===== src/rtl/mem_port_arbiter.sv =====
// -----------------------------------------------------------------------------
// mem_port_arbiter
//
// Purpose:
//   Shares the single core memory bus between instruction fetch (IF) and data
//   access (MEM). One bus transaction is in flight at a time. The payload of
//   the granted requester is latched into the bus_* registers and held until
//   the slave answers with bus_ready (or the watchdog aborts the transfer).
//   MEM normally wins. IF is forced through after STARVE_LIMIT consecutive MEM
//   grants taken while IF was waiting. A PC redirect (if_flush) that arrives
//   while the IF fetch is on the bus lets the transfer finish but swallows its
//   ack.
//
// Ports:
//   clk, reset              core clock, synchronous active-high reset
//   if_req/if_addr          fetch request, held until if_ack or if_flush
//   if_flush                redirect: cancel/drop the current fetch
//   if_ack/if_rdata         1-cycle completion pulse and fetched word
//   dmem_req/_we/_addr/     data request and payload, held until dmem_ack
//     _wdata/_wstrb
//   dmem_ack/dmem_rdata     1-cycle completion pulse and load data
//   bus_err                 pulses with the ack of a watchdog-aborted access
//   bus_valid/_we/_addr/    bus request and latched payload
//     _wdata/_wstrb
//   bus_ready/bus_rdata     slave completion and read data
//   stall_pipl              a pipeline request is still unserviced
// -----------------------------------------------------------------------------
module mem_port_arbiter #(
   parameter int XLEN         = 32,
   parameter int ADDR_W       = 32,
   parameter int STARVE_LIMIT = 4,
   parameter int BUS_TIMEOUT  = 64
) (
   input  logic                clk,
   input  logic                reset,
   // instruction fetch port
   input  logic                if_req,
   input  logic [ADDR_W-1:0]   if_addr,
   input  logic                if_flush,
   output logic                if_ack,
   output logic [XLEN-1:0]     if_rdata,
   // data access port
   input  logic                dmem_req,
   input  logic                dmem_we,
   input  logic [ADDR_W-1:0]   dmem_addr,
   input  logic [XLEN-1:0]     dmem_wdata,
   input  logic [XLEN/8-1:0]   dmem_wstrb,
   output logic                dmem_ack,
   output logic [XLEN-1:0]     dmem_rdata,
   output logic                bus_err,
   // memory bus
   output logic                bus_valid,
   output logic                bus_we,
   output logic [ADDR_W-1:0]   bus_addr,
   output logic [XLEN-1:0]     bus_wdata,
   output logic [XLEN/8-1:0]   bus_wstrb,
   input  logic                bus_ready,
   input  logic [XLEN-1:0]     bus_rdata,
   // pipeline control
   output logic                stall_pipl
);

   localparam int STRB_W   = XLEN / 8;
   localparam int STARVE_W = $clog2(STARVE_LIMIT + 1);
   localparam int TMO_W    = (BUS_TIMEOUT > 1) ? $clog2(BUS_TIMEOUT) : 1;
   localparam bit TMO_EN   = (BUS_TIMEOUT > 0);

   localparam logic [STARVE_W-1:0] STARVE_MAX = STARVE_W'(STARVE_LIMIT);
   // Last tmo_cnt value before an abort; with the watchdog disabled the
   // counter simply stays at zero.
   localparam logic [TMO_W-1:0]    TMO_LAST   =
      TMO_W'((BUS_TIMEOUT > 0) ? BUS_TIMEOUT - 1 : 0);

   typedef enum logic [1:0] {
      ST_IDLE   = 2'd0,
      ST_BUSY_I = 2'd1,
      ST_BUSY_D = 2'd2
   } state_t;

   state_t                state_q,      state_d;
   logic                  bus_valid_q,  bus_valid_d;
   logic                  bus_we_q,     bus_we_d;
   logic [ADDR_W-1:0]     bus_addr_q,   bus_addr_d;
   logic [XLEN-1:0]       bus_wdata_q,  bus_wdata_d;
   logic [STRB_W-1:0]     bus_wstrb_q,  bus_wstrb_d;
   logic [STARVE_W-1:0]   starve_cnt_q, starve_cnt_d;
   logic [TMO_W-1:0]      tmo_cnt_q,    tmo_cnt_d;
   logic                  drop_q,       drop_d;

   logic if_want;
   logic if_forced;
   logic busy;
   logic tmo_hit;
   logic xfer_done;
   logic if_drop;

   // ---------------------------------------------------------------------
   // Request qualification and completion detection
   // ---------------------------------------------------------------------
   assign if_want   = if_req & ~if_flush;
   assign if_forced = if_want & (starve_cnt_q == STARVE_MAX);
   assign busy      = (state_q != ST_IDLE);
   assign tmo_hit   = TMO_EN & busy & ~bus_ready & (tmo_cnt_q == TMO_LAST);
   assign xfer_done = busy & (bus_ready | tmo_hit);
   // A flush in the completing cycle itself also cancels the fetch ack.
   assign if_drop   = drop_q | if_flush;

   // ---------------------------------------------------------------------
   // Completion outputs (combinational from the bus response)
   // Acks are masked during reset so an abandoned transfer never completes.
   // ---------------------------------------------------------------------
   assign if_ack     = ~reset & xfer_done & (state_q == ST_BUSY_I) & ~if_drop;
   assign dmem_ack   = ~reset & xfer_done & (state_q == ST_BUSY_D);
   assign bus_err    = tmo_hit & (if_ack | dmem_ack);
   assign if_rdata   = (if_ack & ~tmo_hit) ? bus_rdata : '0;
   // Stores return no data, so rdata stays zero on a store ack.
   assign dmem_rdata = (dmem_ack & ~tmo_hit & ~bus_we_q) ? bus_rdata : '0;
   assign stall_pipl = (if_req & ~if_ack & ~if_flush) | (dmem_req & ~dmem_ack);

   assign bus_valid = bus_valid_q;
   assign bus_we    = bus_we_q;
   assign bus_addr  = bus_addr_q;
   assign bus_wdata = bus_wdata_q;
   assign bus_wstrb = bus_wstrb_q;

   // ---------------------------------------------------------------------
   // Next-state logic
   // ---------------------------------------------------------------------
   always_comb begin
      state_d      = state_q;
      bus_valid_d  = bus_valid_q;
      bus_we_d     = bus_we_q;
      bus_addr_d   = bus_addr_q;
      bus_wdata_d  = bus_wdata_q;
      bus_wstrb_d  = bus_wstrb_q;
      starve_cnt_d = starve_cnt_q;
      tmo_cnt_d    = tmo_cnt_q;
      drop_d       = drop_q;

      case (state_q)
         ST_IDLE: begin
            drop_d = 1'b0;
            if (dmem_req && !if_forced) begin
               state_d     = ST_BUSY_D;
               bus_valid_d = 1'b1;
               bus_we_d    = dmem_we;
               bus_addr_d  = dmem_addr;
               bus_wdata_d = dmem_wdata;
               bus_wstrb_d = dmem_we ? dmem_wstrb : '0;
               tmo_cnt_d   = '0;
               // Count only MEM grants that actually made IF wait.
               if (if_want && (starve_cnt_q != STARVE_MAX)) begin
                  starve_cnt_d = starve_cnt_q + STARVE_W'(1);
               end
            end else if (if_want) begin
               state_d      = ST_BUSY_I;
               bus_valid_d  = 1'b1;
               bus_we_d     = 1'b0;
               bus_addr_d   = if_addr;
               bus_wdata_d  = '0;
               bus_wstrb_d  = '0;
               tmo_cnt_d    = '0;
               starve_cnt_d = '0;
            end
         end

         ST_BUSY_I, ST_BUSY_D: begin
            if (xfer_done) begin
               state_d     = ST_IDLE;
               bus_valid_d = 1'b0;
               drop_d      = 1'b0;
            end else begin
               // Reaching here implies bus_ready=0: one more waited cycle.
               if (tmo_cnt_q != TMO_LAST) begin
                  tmo_cnt_d = tmo_cnt_q + TMO_W'(1);
               end
               if ((state_q == ST_BUSY_I) && if_flush) begin
                  drop_d = 1'b1;
               end
            end
         end

         default: begin
            state_d     = ST_IDLE;
            bus_valid_d = 1'b0;
         end
      endcase

      // IF not asking at all means it is not being starved.
      if (!if_req) begin
         starve_cnt_d = '0;
      end
   end

   // ---------------------------------------------------------------------
   // State registers
   // ---------------------------------------------------------------------
   always_ff @(posedge clk) begin
      if (reset) begin
         state_q      <= ST_IDLE;
         bus_valid_q  <= 1'b0;
         bus_we_q     <= 1'b0;
         bus_addr_q   <= '0;
         bus_wdata_q  <= '0;
         bus_wstrb_q  <= '0;
         starve_cnt_q <= '0;
         tmo_cnt_q    <= '0;
         drop_q       <= 1'b0;
      end else begin
         state_q      <= state_d;
         bus_valid_q  <= bus_valid_d;
         bus_we_q     <= bus_we_d;
         bus_addr_q   <= bus_addr_d;
         bus_wdata_q  <= bus_wdata_d;
         bus_wstrb_q  <= bus_wstrb_d;
         starve_cnt_q <= starve_cnt_d;
         tmo_cnt_q    <= tmo_cnt_d;
         drop_q       <= drop_d;
      end
   end

endmodule


===== config.mk =====
export PLATFORM = sky130hd
export DESIGN_NAME = mem_port_arbiter
export DESIGN_NICKNAME = d
export VERILOG_FILES = /design/src/rtl/mem_port_arbiter.sv
export SDC_FILE = /design/constraint.sdc
export NUM_CORES = 1
export LEC_CHECK = 0
export CORE_ASPECT_RATIO = 0.6
export CORE_UTILIZATION = 36
export CTS_CLUSTER_DIAMETER = 200
export CTS_CLUSTER_SIZE = 24
export DETAILED_ROUTE_END_ITERATION = 8
export GPL_TIMING_DRIVEN = 0
export PLACE_DENSITY = 0.82
export SYNTH_ARGS = -nofsm -noshare
export SYNTH_HDL_FRONTEND = slang
export SYNTH_SLANG_ARGS = --single-unit

===== constraint.sdc =====
create_clock -name clk -period 2.3 [get_ports clk]
set_input_delay 0.46 -clock clk [delete_from_list [all_inputs] [get_ports clk]]
set_output_delay 0.46 -clock clk [all_outputs]
set_load 0.02 [all_outputs]

Word level (Yosys, flattened, before mapping). Index checks and enable logic that the tools add are counted. Widths: inputs -> output; s select.

ROM bits: 0. Input bits: 139. Bits in latches: 0. Logic and storage cells: 97. Memories: 0. Register bits: 82. Memory bits (writable): 0. Output and inout port bits: 138.

Order comparisons: 0. Reductions and logical operators: 15. Equality and inequality tests: 12. Add/subtract/negate cells: 2. Divide/modulo/power cells: 0. Muxes and demuxes: 30. Shifts and indexed selects: 0. Bitwise operators: 29. Multipliers: 0.

Operator list (count): $mux 32 (6); $mux 6 (4); $and 1x1->1 (16); $mux 4 (3); $pmux 6 s2 (1); $mux 3 (3); $ne 3x3->1 const B (3); $not 1->1 (9); $mux 1 (7); $add 6x1->6 const B (1); $eq 6x6->1 const B (1); $mux 2 (3); $ne 2x2->1 const B (3); $ne 6x6->1 const B (1); $reduce_and 2->1 (3); $reduce_bool 2->1 (3); $or 1x1->1 (4); $pmux 1 s2 (2); $pmux 2 s2 (1); $reduce_and 4->1 (1); $reduce_or 2->1 (2); $add 3x1->3 const B (1); $eq 3x3->1 const B (1); $logic_and 1x1->1 (3); other kinds (6) (6).

Longest topological paths before layout.
Depth after elaboration: 12. Gate-level depth with buffers: 8. Gate-level depth less buffers: 6.

Worst setup path before layout. Ideal clock, no wire load.

Path kind: flip-flop to output port. Start point: register tmo_cnt_q[0]. End point: output bus_err. Path buffers: 0. Path slack: 0.169 ns. Cell stages (with the launch flop): 5. Data required time: 1.840 ns. Arrival: 1.671 ns. Path through: dfxtp_1 ha_1 and3_1 nand3_1 nor4b_1.

Word-level cells in the longest chain between the ends: 9. Elaborated cells on any way between the ends: 10. Classes of those cells: eq/ne (1); bitwise (9).

RTL lines: start: declaration (RTL line 87) `logic [TMO_W-1:0] tmo_cnt_q, tmo_cnt_d;`; start signal: assignment (RTL line 217) `tmo_cnt_q <= tmo_cnt_d;`; $eq 6x6->1 * (RTL line 103) `assign tmo_hit = TMO_EN & busy & ~bus_ready & (tmo_cnt_q == TMO_LAST);`; $and 1x1->1 * (RTL line 103); $or 1x1->1 (RTL line 104) `assign xfer_done = busy & (bus_ready | tmo_hit);`; $and 1x1->1 (RTL line 104); $and 1x1->1 (RTL line 112, 113); $and 1x1->1 (2 in series) (RTL line 112) `assign if_ack = ~reset & xfer_done & (state_q == ST_BUSY_I) & ~if_drop;`; $or 1x1->1 (RTL line 114) `assign bus_err = tmo_hit & (if_ack | dmem_ack);`; $and 1x1->1 * (RTL line 114); end: declaration (RTL line 50) `output logic bus_err,`.

Mark *: on every way between the ends. The rest lies on a longest branch, timed or not.

Worst setup path after layout.
Start point: register state_q[1]. End point: output if_rdata[11].

Word-level cells in the longest chain between the ends: 10. Elaborated cells on any way between the ends: 12. Classes of those cells: eq/ne (1); mux (1); bitwise (9); reduce/logical (1).

RTL lines: start: declaration (RTL line 80) `state_t state_q, state_d;`; start signal: assignment (RTL line 210) `state_q <= state_d;`; $reduce_bool 2->1 (RTL line 102) `assign busy = (state_q != ST_IDLE);`; $and 1x1->1 (2 in series) (RTL line 103); $or 1x1->1 (RTL line 104); $and 1x1->1 (RTL line 104); $and 1x1->1 (3 in series) (RTL line 112); $and 1x1->1 * (RTL line 115) `assign if_rdata = (if_ack & ~tmo_hit) ? bus_rdata : '0;`; $mux 32 * (RTL line 115); end: declaration (RTL line 41) `output logic [XLEN-1:0] if_rdata,`.

Marks and branches as above.

==> results.toml <==
[setup_path]
arrival_ns = 1.85
crit_required_ns = 1.84
cp_slowest_stage_delay_ns = 0.36
end_kind = "output port"
path_max_fanout = 7
worstPathCellList = "inv_4 -> ha_4 -> nor3b_4 -> and3_4 -> clkbuf_16 -> and2_4 -> buf_6"
crit_type = "flip-flop to output port"
cpMaxStageDelayCell = "dfxtp_4"
cp-start-kind = "flip-flop"

[sta]
relSlewSlack = 0.490
worst_slew_pin_slew_ns = 0.765
finalSetupViolations = 5
rsz0062_at_grt = "true"
min_period_ns = 2.31
clock.fmax_mhz = 432
fin_crit_sh = 1.01
skew_ns = 0.00726
holdWs_ns = 0.496
hold_viol = 0
fin_ws_ns = -0.0148
slew_viol_final = 0

[clock_tree]
htree_levels = 3
cts_buffers = 9
root_buffer = "clkbuf_16"
cts_tree = "yes"
postCtsHoldBufs = 0
worst_skew_pair.late_latency_ns = 0.33
path_clk_slew_ns = 0.06
cts.sink_count = 82
cts_max_path_buffers = 2

[synth]
async_flop_share = 0
yosys.cell_types.count = 46
synthCells = 446
netlist_top_cells_area = "dfxtp_1 41%, and2_1 10%, mux2i_1 8.0%"
synth_fp_nets = 591
synthesis.area_um2 = 4020
synth_edf_count = 0
ys_ff_latch = 82
synth_top_area_share = 0.408
ys.flop_type = "dfxtp_1"
yosys_warnings = 0
synth-seq-area-share = 0.408
yosysTopAreaCell = "dfxtp_1"
synth.avg_cell_area_um2 = 9.02

[placement]
place.gp.congestion = 0.911
place_area_um2 = 6960
port_buffers = 276
hpwl_um = 12100
dp_cells = 861

[route]
drc = 30
antenna_left = 0
drt_wl_total_um = 16500
wl_per_cell_um = 18.5
vias = 4564
dr.pass1.iters = 8
drt-initial-drc-count = 325
vias_per_cell = 5.14

[cells_and_area]
final_core_util = 0.726
register_area_um2 = 1650
fill_cells = 772
finish.instance_area_um2 = 7770
final_nets = 890
final_cells = 888
drive_above_1_share = 0.282
n_antenna_cell = 0
multi_input_area_um2 = 2370
area_delta_synth_final_pct = 93.2

[global_routing]
grtUsageTotal = 0.270
grt_pass1_vias = 4646
globalRouteOverflowTotal = 0
grt_pass1_wl_um = 24600
antenna_found_initial = 0
grt_max_degree = 15

[power]
ir_worst_vdd_mv = 0.537
power_density_nw_per_um2 = 661
leakagePower_uw = 0.00315

[floorplanning]
die_area_um2 = 11600
die_h_um = 83.9
design.core.area_um2 = 10700
rows = 29
ios = 277
die_width_um = 138
initial_core_util = 0.376

[outcome]
status = "finished with violations"
violations = "design-rule violations, negative setup slack"

[flow_run]
drv_cap = 0

[hold_path]
hp-class = "flip-flop to flip-flop"
-- stage by stage --
step / worst slack, ns / power (µW) / TNS, ns
floorplan: 0.169 / 2770 / 0
global placement: -0.882 / 3610 / -53.01
detailed placement: -0.936 / 3680 / -56.60
CTS: -0.00191 / 5050 / -0.00191
global route: -0.0926 / 5390 / -3.20
finish: -0.0148 / 5140 / -0.0381
-- cells in the mapped netlist (4+ instances only) --
master and instances:
dfxtp_1 82, and2_1 64, nor2_1 64, a22oi_1 33, mux2i_1 32, a21oi_1 19, clkbuf_1 19, o21ai_0 19
a211oi_2 16, inv_1 13, buf_2 10, nand2_1 9, ha_1 6, nand3_1 6, a211oi_1 5, a32oi_1 4
-- sequential cells by signal (all words and copies together), names as in the netlist --
register / flops
bus_addr: 32
tmo_cnt_q: 6
bus_wdata: 32
state_q: 2
drop_q: 1
bus_we: 1
bus_wstrb: 4
bus_valid: 1
starve_cnt_q: 3
-- what timing repair did --
action / 4_1_cts / 5_1_grt
gates cloned: 3 / 2
buffers inserted: 4 / 3
resized for setup: 344 / 173
pin swaps: 4 / 14
setup endpoints to repair: 68 / 68
-- final timing paths --
kind	start	cells past startpoint	end	slack (ns)
min	starve_cnt_q[0]	2	starve_cnt_q[0]	0.50
min reg2reg	starve_cnt_q[0]	2	starve_cnt_q[0]	0.50
max	state_q[1]	7	if_rdata[11]	-0.01
max reg2reg	state_q[0]	8	bus_addr[12]	0.21
-- report_power, final --
group          internal [µW]  switching [µW]  leakage (µW)  total (µW)
Combinational            958            1060       0.00233        2020
Clock                    761             588      0.000135        1350
Sequential              1640             126      0.000677        1760
Total                   3360            1780       0.00315        5140
-- area by class of cell --
cell class | instances | area share
inverter | 14 | 0.00741
timing repair buffer | 288 | 0.383
tap | 139 | 0.0224
sequential | 82 | 0.213
clock inverter | 5 | 0.00499
buffer | 33 | 0.0335
clock buffer | 10 | 0.0308
multi-input combinational | 317 | 0.305
-- cell usage in the layout (no fill, tap or decap), types with 4 or more instances in the layout --
| cell type | synthesis | final |
|---|---|---|
| clkbuf_1 | 19 | 13 |
| and2_4 | 0 | 59 |
| a211oi_1 | 5 | 5 |
| inv_1 | 13 | 11 |
| a32oi_1 | 4 | 4 |
| buf_2 | 10 | 10 |
| clkbuf_16 | 0 | 11 |
| dfxtp_1 | 82 | 78 |
| nand2_1 | 9 | 9 |
| mux2i_1 | 32 | 32 |
| a211oi_2 | 16 | 16 |
| o21ai_0 | 19 | 19 |
| buf_6 | 1 | 64 |
| nor2_1 | 64 | 63 |
| buf_8 | 0 | 9 |
| clkdlybuf4s50_1 | 0 | 205 |
| nand3_1 | 6 | 6 |
| and2_1 | 64 | 5 |
| a21oi_1 | 19 | 19 |
| a22oi_1 | 33 | 33 |
| buf_4 | 0 | 8 |
-- logic make-up (layout without fill, tap and decap cells) --
| group | after synthesis | in the layout | share of synthesized area |
|---|---|---|---|
| simple gates | 163 | 163 | 0.214 |
| mux | 32 | 32 | 0.0797 |
| flops | 82 | 82 | 0.408 |
| fa+ha+maj | 6 | 6 | 0.0187 |
| buf+inv | 47 | 350 | 0.0610 |
| compound gates | 116 | 116 | 0.219 |
-- routing by layer --
metal / track usage / up-vias / part of all wire
met1: 0.289 / 2145 / 0.37
met4: 0.0991 / 0 / 0.031
met3: 0.0878 / 36 / 0.077
met2: 0.497 / 203 / 0.52
li1: - / 2180 / -
met5: 0 / - / 0
-- critical path: cells and delay by family, from the launching register on --
family	cells	cell delay, ns
adder cells (fa/ha/maj)	1	0.14
buffers and inverters	3	0.36
flip-flops	1	0.36
AND/OR/NAND/NOR	3	0.65
No activity file was read; power rests on OpenSTA's default activity.
